## src/rtl/fft_pkg.sv

```systemverilog
// Shared types and constants for the DFT sequencer slice.
// Holds the sequencer state encoding and the default index width.
package fft_pkg;

  localparam int AW = 12;

  typedef enum logic [2:0] {
    IDLE = 3'd0,
    LOAD = 3'd1,
    FILL = 3'd2,
    ACC  = 3'd3,
    WB   = 3'd4,
    DONE = 3'd5
  } state_t;

endpackage

```

## src/rtl/dft_sequencer_idx_counter.sv

```systemverilog
// Wrapping index counter used for the sample (n) and bin (k) indices.
// wrap flags that the count sits at max, so the next enabled step returns to zero.
module idx_counter #(
  parameter int W = 12
) (
  input  logic         clk,
  input  logic         rst,
  input  logic         ce,
  input  logic         clear,
  input  logic [W-1:0] max,
  output logic [W-1:0] count,
  output logic         wrap
);

  logic [W-1:0] count_r;

  assign count = count_r;
  // wrap is a pure decode of the count so the parent FSM can use it without a loop through ce
  assign wrap  = (count_r == max);

  // counter register: clear has priority over the enabled step
  always_ff @(posedge clk or posedge rst) begin
    if (rst) begin
      count_r <= {W{1'b0}};
    end else if (clear) begin
      count_r <= {W{1'b0}};
    end else if (ce) begin
      if (count_r == max) begin
        count_r <= {W{1'b0}};
      end else begin
        count_r <= count_r + {{(W-1){1'b0}}, 1'b1};
      end
    end else begin
      count_r <= count_r;
    end
  end

endmodule

```

## src/rtl/dft_sequencer.sv

```systemverilog
// Control sequencer for a direct O(N^2) DFT: loads samples into a cache, then
// accumulates N products per bin and writes each bin back.
module dft_sequencer #(
  parameter int AW = fft_pkg::AW
) (
  input  logic          clk,
  input  logic          rst,
  input  logic          start,
  input  logic          abort,
  input  logic [AW-1:0] samp_number,
  input  logic          data_loaded,
  output logic          busy,
  output logic          ram_mode,
  output logic          cache_we,
  output logic [AW-1:0] n_index,
  output logic [AW-1:0] k_index,
  output logic          acc_ce,
  output logic          acc_clr,
  output logic          wb_we,
  output logic          calc_end,
  output logic          err
);

  import fft_pkg::*;

  state_t        state_r;
  state_t        state_s;
  logic [AW-1:0] n_len_r;
  logic [AW-1:0] n_max_s;
  logic          err_r;
  logic          accept_s;
  logic          reject_s;
  logic          n_ce_s;
  logic          k_ce_s;
  logic          n_clear_s;
  logic          k_clear_s;
  logic          n_wrap_s;
  logic          k_wrap_s;

  assign accept_s  = (state_r == IDLE) && start && (samp_number >= AW'(2));
  assign reject_s  = (state_r == IDLE) && start && (samp_number <  AW'(2));
  assign n_max_s   = n_len_r - AW'(1);
  assign n_clear_s = accept_s;
  assign k_clear_s = accept_s || (state_r == DONE);
  assign busy      = (state_r != IDLE);
  assign err       = err_r;

  idx_counter #(.W(AW)) u_n_cnt (
    .clk   (clk),
    .rst   (rst),
    .ce    (n_ce_s),
    .clear (n_clear_s),
    .max   (n_max_s),
    .count (n_index),
    .wrap  (n_wrap_s)
  );

  idx_counter #(.W(AW)) u_k_cnt (
    .clk   (clk),
    .rst   (rst),
    .ce    (k_ce_s),
    .clear (k_clear_s),
    .max   (n_max_s),
    .count (k_index),
    .wrap  (k_wrap_s)
  );

  // state, latched length and the registered reject pulse
  always_ff @(posedge clk or posedge rst) begin
    if (rst) begin
      state_r <= IDLE;
      n_len_r <= {AW{1'b0}};
      err_r   <= 1'b0;
    end else begin
      state_r <= state_s;
      err_r   <= reject_s;
      if (accept_s) begin
        n_len_r <= samp_number;
      end else begin
        n_len_r <= n_len_r;
      end
    end
  end

  // next-state and strobe decode; abort overrides every busy state
  always_comb begin
    state_s  = state_r;
    ram_mode = 1'b1;
    cache_we = 1'b0;
    acc_ce   = 1'b0;
    acc_clr  = 1'b0;
    wb_we    = 1'b0;
    calc_end = 1'b0;
    n_ce_s   = 1'b0;
    k_ce_s   = 1'b0;
    case (state_r)
      IDLE: begin
        if (accept_s) begin
          state_s = LOAD;
        end else begin
          state_s = IDLE;
        end
      end
      LOAD: begin
        if (data_loaded) begin
          state_s = FILL;
        end else begin
          state_s = LOAD;
        end
      end
      FILL: begin
        cache_we = 1'b1;
        n_ce_s   = 1'b1;
        if (n_wrap_s) begin
          state_s = ACC;
        end else begin
          state_s = FILL;
        end
      end
      ACC: begin
        ram_mode = 1'b0;
        acc_ce   = 1'b1;
        n_ce_s   = 1'b1;
        if (n_wrap_s) begin
          state_s = WB;
        end else begin
          state_s = ACC;
        end
      end
      WB: begin
        ram_mode = 1'b0;
        wb_we    = 1'b1;
        acc_clr  = 1'b1;
        k_ce_s   = 1'b1;
        if (k_wrap_s) begin
          state_s = DONE;
        end else begin
          state_s = ACC;
        end
      end
      DONE: begin
        calc_end = 1'b1;
        state_s  = IDLE;
      end
      default: begin
        state_s = IDLE;
      end
    endcase
    if (abort && (state_r != IDLE)) begin
      state_s  = IDLE;
      acc_clr  = 1'b1;
      wb_we    = 1'b0;
      calc_end = 1'b0;
      n_ce_s   = 1'b0;
      k_ce_s   = 1'b0;
    end else begin
      state_s  = state_s;
    end
  end

endmodule

```

## config.mk

```make
export PLATFORM = sky130hd
export DESIGN_NAME = dft_sequencer
export DESIGN_NICKNAME = d
export VERILOG_FILES = /design/src/rtl/fft_pkg.sv /design/src/rtl/dft_sequencer_idx_counter.sv /design/src/rtl/dft_sequencer.sv
export SDC_FILE = /design/constraint.sdc
export NUM_CORES = 1
export LEC_CHECK = 0
export CORE_ASPECT_RATIO = 1.2
export CORE_MARGIN = 4
export CORE_UTILIZATION = 35
export CTS_BUF_LIST = sky130_fd_sc_hd__clkbuf_8
export DETAILED_ROUTE_END_ITERATION = 6
export PLACE_DENSITY = 0.58
export SLEW_MARGIN = 10
export SYNTH_ARGS = -nofsm -noshare
export SYNTH_HDL_FRONTEND = slang
export SYNTH_SLANG_ARGS = --single-unit
```

## constraint.sdc

```tcl
create_clock -name clk -period 3.3 [get_ports clk]
set_clock_uncertainty 0.05 [all_clocks]
set_input_delay 0.66 -clock clk [delete_from_list [all_inputs] [get_ports clk]]
set_output_delay 0.66 -clock clk [all_outputs]
set_load 0.02 [all_outputs]
```

After elaboration in Yosys (flattened, before gate mapping):

Cells that the tools add are included.

* register bits: 40
* latch bits: 0
* bits in writable memories: 0
* bits in read-only memories: 0
* bits of input ports: 17
* output and inout bits: 32
* word-level logic and storage cells: 51
* memories kept: 0

* $add $sub $neg: 3
* $mul: 0
* div/mod/pow operators: 0
* $lt $le $gt $ge: 2
* eq/ne operators: 7
* shift-type cells: 0
* muxes and demuxes: 23
* bitwise logic cells: 0
* reductions and logical operators: 11

Operators by type and width (number)
* $mux 12: 6
* $add 12x1->12 const B: 2
* $eq 12x12->1: 2
* $pmux 3 s5: 1
* $ge 12x2->1 const B: 1
* $lt 12x2->1 const B: 1
* $mux 1: 12
* $sub 12x1->12 const B: 1
* $mux 3: 3
* $eq 3x2->1 const B: 2
* $eq 3x3->1 const B: 2
* $logic_and 1x1->1: 4
* $reduce_bool 2->1: 2
* $reduce_or 2->1: 2
* $eq 3x1->1 const B: 1
* $logic_not 3->1: 1
* $reduce_bool 3->1: 1
* $mux 2: 1
* $logic_or 1x1->1: 1

Depth between registers and ports, before layout:

* depth in word-level cells: 6
* gate-level depth with buffers: 12
* depth with buffers taken out: 9

Hierarchy:

From an unflattened synthesis, not the netlist that was laid out.

* cell total of the unflattened synthesis: 291
* area, all modules: 2721.4 sq um

By module, submodules not included
* idx_counter: instances 2, cells an instance 99, area an instance 895.9 sq um
* dft_sequencer: instances 1, cells an instance 93, area an instance 929.6 sq um

Worst setup path before layout:

No wires, ideal clock.

* kind: reg2reg
* start: register n_len_r[0]
* end: register u_n_cnt.count_r[11] (netlist: u_n_cnt.count[11])
* arrival time: 2867 ps
* required time: 3128 ps
* setup slack: 262 ps
* cell stages (with the launch flop): 13
* period minus slack after synthesis: 3038 ps
* path through: dfrtp_1 clkbuf_1 inv_1 ha_1 nand2b_4 or4_1 buf_2 xor2_1 a2111o_1 nor4_4 buf_6 o21ai_1 a32o_1

* longest elaborated chain between the ends: 5

RTL lines
* from (decl): RTL line dft_sequencer.sv:28 `logic [AW-1:0] n_len_r;`
* from (signal assigned): RTL line dft_sequencer.sv:72 `n_len_r <= {AW{1'b0}};`
* from (signal assigned): RTL line dft_sequencer.sv:78 `n_len_r <= samp_number;`
* from (signal assigned): RTL line dft_sequencer.sv:80 `n_len_r <= n_len_r;`
* $sub 12x1->12: RTL line dft_sequencer.sv:42 `assign n_max_s = n_len_r - AW'(1);`
* $eq 12x12->1: RTL line dft_sequencer_idx_counter.sv:28 `if (count_r == max) begin`
* $mux 12: RTL line dft_sequencer_idx_counter.sv:28
* $mux 12: RTL line dft_sequencer_idx_counter.sv:27 `end else if (ce) begin`
* $mux 12: RTL line dft_sequencer_idx_counter.sv:25 `end else if (clear) begin`
* to (signal assigned): RTL line dft_sequencer_idx_counter.sv:24 `count_r <= {W{1'b0}};`
* to (signal assigned): RTL line dft_sequencer_idx_counter.sv:26 `count_r <= {W{1'b0}};`
* to (signal assigned): RTL line dft_sequencer_idx_counter.sv:29 `count_r <= {W{1'b0}};`
* to (decl): RTL line dft_sequencer_idx_counter.sv:15 `logic [W-1:0] count_r;`

No other way between the ends. The select of a mux whose other input is x is not followed.
A chain may end at the register's enable or synchronous reset.

Final worst setup path:

* start: register n_len_r[1]
* end: register u_k_cnt.count_r[10] (netlist: u_k_cnt.count[10])

* longest elaborated chain between the ends: 5

RTL lines (RTL line)
* $sub 12x1->12: dft_sequencer.sv:42
* $eq 12x12->1: dft_sequencer_idx_counter.sv:28
* $mux 12: dft_sequencer_idx_counter.sv:28
* $mux 12: dft_sequencer_idx_counter.sv:27
* $mux 12: dft_sequencer_idx_counter.sv:25
* to (signal assigned): dft_sequencer_idx_counter.sv:24
* to (signal assigned): dft_sequencer_idx_counter.sv:26
* to (signal assigned): dft_sequencer_idx_counter.sv:29
* to (decl): dft_sequencer_idx_counter.sv:15

No other way between the ends. The select of a mux whose other input is x is not followed.

==> results.json <==
{
  "port_buffers": 48,
  "fin_tns_setup_ps": 0,
  "yosysUniqueCellTypes": 49,
  "htree_levels": 2,
  "setup_violations": 0,
  "slew_headroom_pct": 54.6,
  "synthAdderAreaFrac_pct": 1.34,
  "hold_end": "u_k_cnt.count[11]",
  "r2r_cells": 10,
  "fp.dieW_um": 89.7,
  "numCtsBuffers": 5,
  "die_area_um2": 9510,
  "synth_ff_type": "dfrtp_1",
  "min_period_ps": 3050,
  "nets": 382,
  "antenna_found_initial": 0,
  "worstSetupStartpointType": "register",
  "drcViolationCount": 0,
  "slew_viol_final": 0,
  "antenna_cells": 0,
  "arrival_ps": 3190,
  "ys_warn_count": 0,
  "peakVddDrop_mv": 0.285,
  "grt_overflow": 0,
  "crit_required_ps": 3440,
  "coreArea_um2": 7750,
  "synth_edf_count": 0,
  "postCtsHoldBufs": 0,
  "dp_hpwl_mm": 5.71,
  "rsz0062_at_grt": "no",
  "clkTransAtPathRegs_ps": 80,
  "initial_core_util_pct": 36.1,
  "critPathCaptureType": "register",
  "viasPerCell": 5.45,
  "synth_seq_area_share_pct": 35.7,
  "hold_ws_ps": 502,
  "ant_nets": 0,
  "cts_tree": "yes",
  "grt_pass1_vias": 2510,
  "die_h_um": 106,
  "hold_start": "u_k_cnt.count[11]",
  "r2r-end": "u_k_cnt.count[10]",
  "nFillCells": 756,
  "place_area_um2": 3370,
  "power_mw": 2.40,
  "min_period_over_period_pct": 92.4,
  "clockBufferDepth": 2,
  "ios": 49,
  "cts_sinks": 40,
  "dr.pass1.iters": 4,
  "yosys.area_share.simple_pct": 27.2,
  "maxCapViolCount": 0,
  "status": "finished, final reports clean",
  "worst_pin_slew_ps": 679,
  "fmax_mhz": 328,
  "syn_nets": 337,
  "powerDensity_nw_per_um2": 686,
  "drive_above_1_share_pct": 7.44,
  "root_buffer": "clkbuf_8",
  "fin_cells": 455,
  "fin_area_um2": 3490,
  "reg2reg_from": "n_len_r[1]",
  "synth_xor_area_share_pct": 11.1,
  "gp_congestion": 0.842,
  "clk-insertion-delay-late_ps": 300,
  "synth_top_family_by_area": "simple AND/OR/NAND/NOR gates",
  "path_max_fanout": 6,
  "row_count": 35,
  "hold_viol_final": 0,
  "track_usage_pct": 16.6,
  "wl_per_cell_um": 16.5,
  "synth_compound_area_share_pct": 19.0,
  "dp_cells": 447,
  "syn_to_final_growth_pct": 24.7,
  "netlist_area_um2": 2800,
  "num_vias": 2480,
  "grt_first_pass_wirelength_mm": 12.4,
  "rrSetupSlack_ps": 250,
  "drtIter0Drc": 93,
  "synth.mux.area_fraction_pct": 0.715,
  "grt_max_degree": 41,
  "async_reset_ff_share_pct": 100,
  "syn_avg_cell_area_um2": 8.84,
  "power_leakage_nw": 1.53,
  "syn_inst": 317,
  "critical_path_class": "reg -> reg",
  "hold_depth": 1,
  "yosys_register_bits": 40,
  "wirelength_mm": 7.49,
  "postCtsSetupRepairBufs": 0,
  "holdCritPathClass": "reg -> reg"
}
[cell type report]
| type | instances | area (um^2) | area share, % |
|---|---|---|---|
| multi-input cells | 247 | 1670 | 47.9 |
| inverters | 10 | 37.5 | 1.07 |
| clock buffers | 5 | 68.8 | 1.97 |
| clock inverters | 3 | 42.5 | 1.22 |
| repair buffers | 58 | 556 | 15.9 |
| flip-flops and latches | 40 | 1000 | 28.6 |
| well taps | 92 | 115 | 3.29 |
[metal layers]
layer / vias up / track usage, % / part of all wire, %
li1: 1234 / - / -
met1: 1200 / 21.5 / 44
met2: 37 / 28.0 / 52
met3: 9 / 2.33 / 2.2
met4: 0 / 5.21 / 1.4
met5: - / 0 / 0
[power breakdown]
group	switching (mW)	internal (mW)
combinational	0.647	0.541
sequential	0.212	0.589
clock	0.183	0.224
[registers in the layout, summed over array words and instances (netlist names)]
signal         flops
n_len_r           12
state_r            3
u_n_cnt.count     12
u_k_cnt.count     12
err                1
[stage by stage]
stage               util [%]  setup WS, ps
floorplan                  -           262
global placement        43.5           258
detailed placement      43.5           146
CTS                     45.0           118
global route            45.1          49.9
finish                  45.1           251
[worst max-delay path: stages (launching register included)]
cell,delay [ps]
dfrtp_1,420
inv_1,80
ha_1,260
nor3b_1,440
o22ai_1,170
nor4_1,360
o2111ai_1,230
nor4_4,380
buf_4,220
o31ai_1,80
a22o_1,260
[cell usage after synthesis, drive strengths merged (2+ instances only)]
cell    count  area share (%)
nand2b      7             1.8
o211ai      2            0.54
xnor2      25             7.8
nand2      41             5.5
o31a        2            0.63
nand3       9             1.6
nor4        8             3.1
a22o       17             5.3
xor2        8             2.5
or4         3            0.94
mux2i       2            0.71
ha          3             1.3
o21ai      14             2.5
nor3        9             1.8
o22a        2            0.63
nor2b      20             4.5
a21oi       3            0.54
a32o        4             1.4
o31ai      15             4.0
clkbuf     13             1.7
a2111o      2            0.80
nor2       17             2.3
inv        10             1.3
dfrtp      40              36
buf         7             1.8
nand4       2            0.45
and3       15             3.3
o22ai       2            0.45
or3         4             1.1
[how the worst max path moves through the flow]
stage / depth (start not counted) / to / from / slack, ps
after floorplan: 12 / u_n_cnt.count[11] / n_len_r[0] / 260
after global placement: 10 / u_n_cnt.count[9] / n_len_r[1] / 260
after detailed placement: 10 / u_n_cnt.count[10] / n_len_r[1] / 150
after CTS: 10 / u_n_cnt.count[10] / n_len_r[1] / 120
after global routing: 10 / u_n_cnt.count[7] / n_len_r[1] / 50
final: 10 / u_k_cnt.count[10] / n_len_r[1] / 250
[kinds of logic after synthesis]
group	after synthesis
buffers and inverters	30
DFF	40
AOI/OAI and AO/OA	70
and+or+nand+nor	138
xor gates and xnor gates	34
adders and majority gates	3
muxes	2
[cells in the final DEF (no fill, tap or decap), types with 3 or more instances in the layout]
cell | synthesis | routed
nor4_1 | 5 | 5
nand3_1 | 9 | 9
clkdlybuf4s50_1 | 0 | 48
a22o_1 | 17 | 17
dfrtp_1 | 40 | 40
nor2_1 | 17 | 17
inv_1 | 10 | 10
ha_1 | 3 | 3
clkbuf_8 | 0 | 5
nor3_1 | 8 | 8
buf_4 | 1 | 10
a32o_1 | 4 | 4
and3_1 | 15 | 15
o21ai_0 | 12 | 12
nand2_1 | 41 | 41
o31ai_1 | 15 | 15
nand2b_1 | 6 | 6
xor2_1 | 8 | 8
a21oi_1 | 3 | 3
or3_1 | 3 | 3
xnor2_1 | 25 | 25
nor2b_1 | 20 | 20
[what timing repair did]
item / 4_1_cts / 5_1_grt
gates resized for setup: 0 / 3
endpoints found under the hold margin: 0 / 0
setup endpoints to repair: 0 / 4
(Power assumes the default switching activity.)
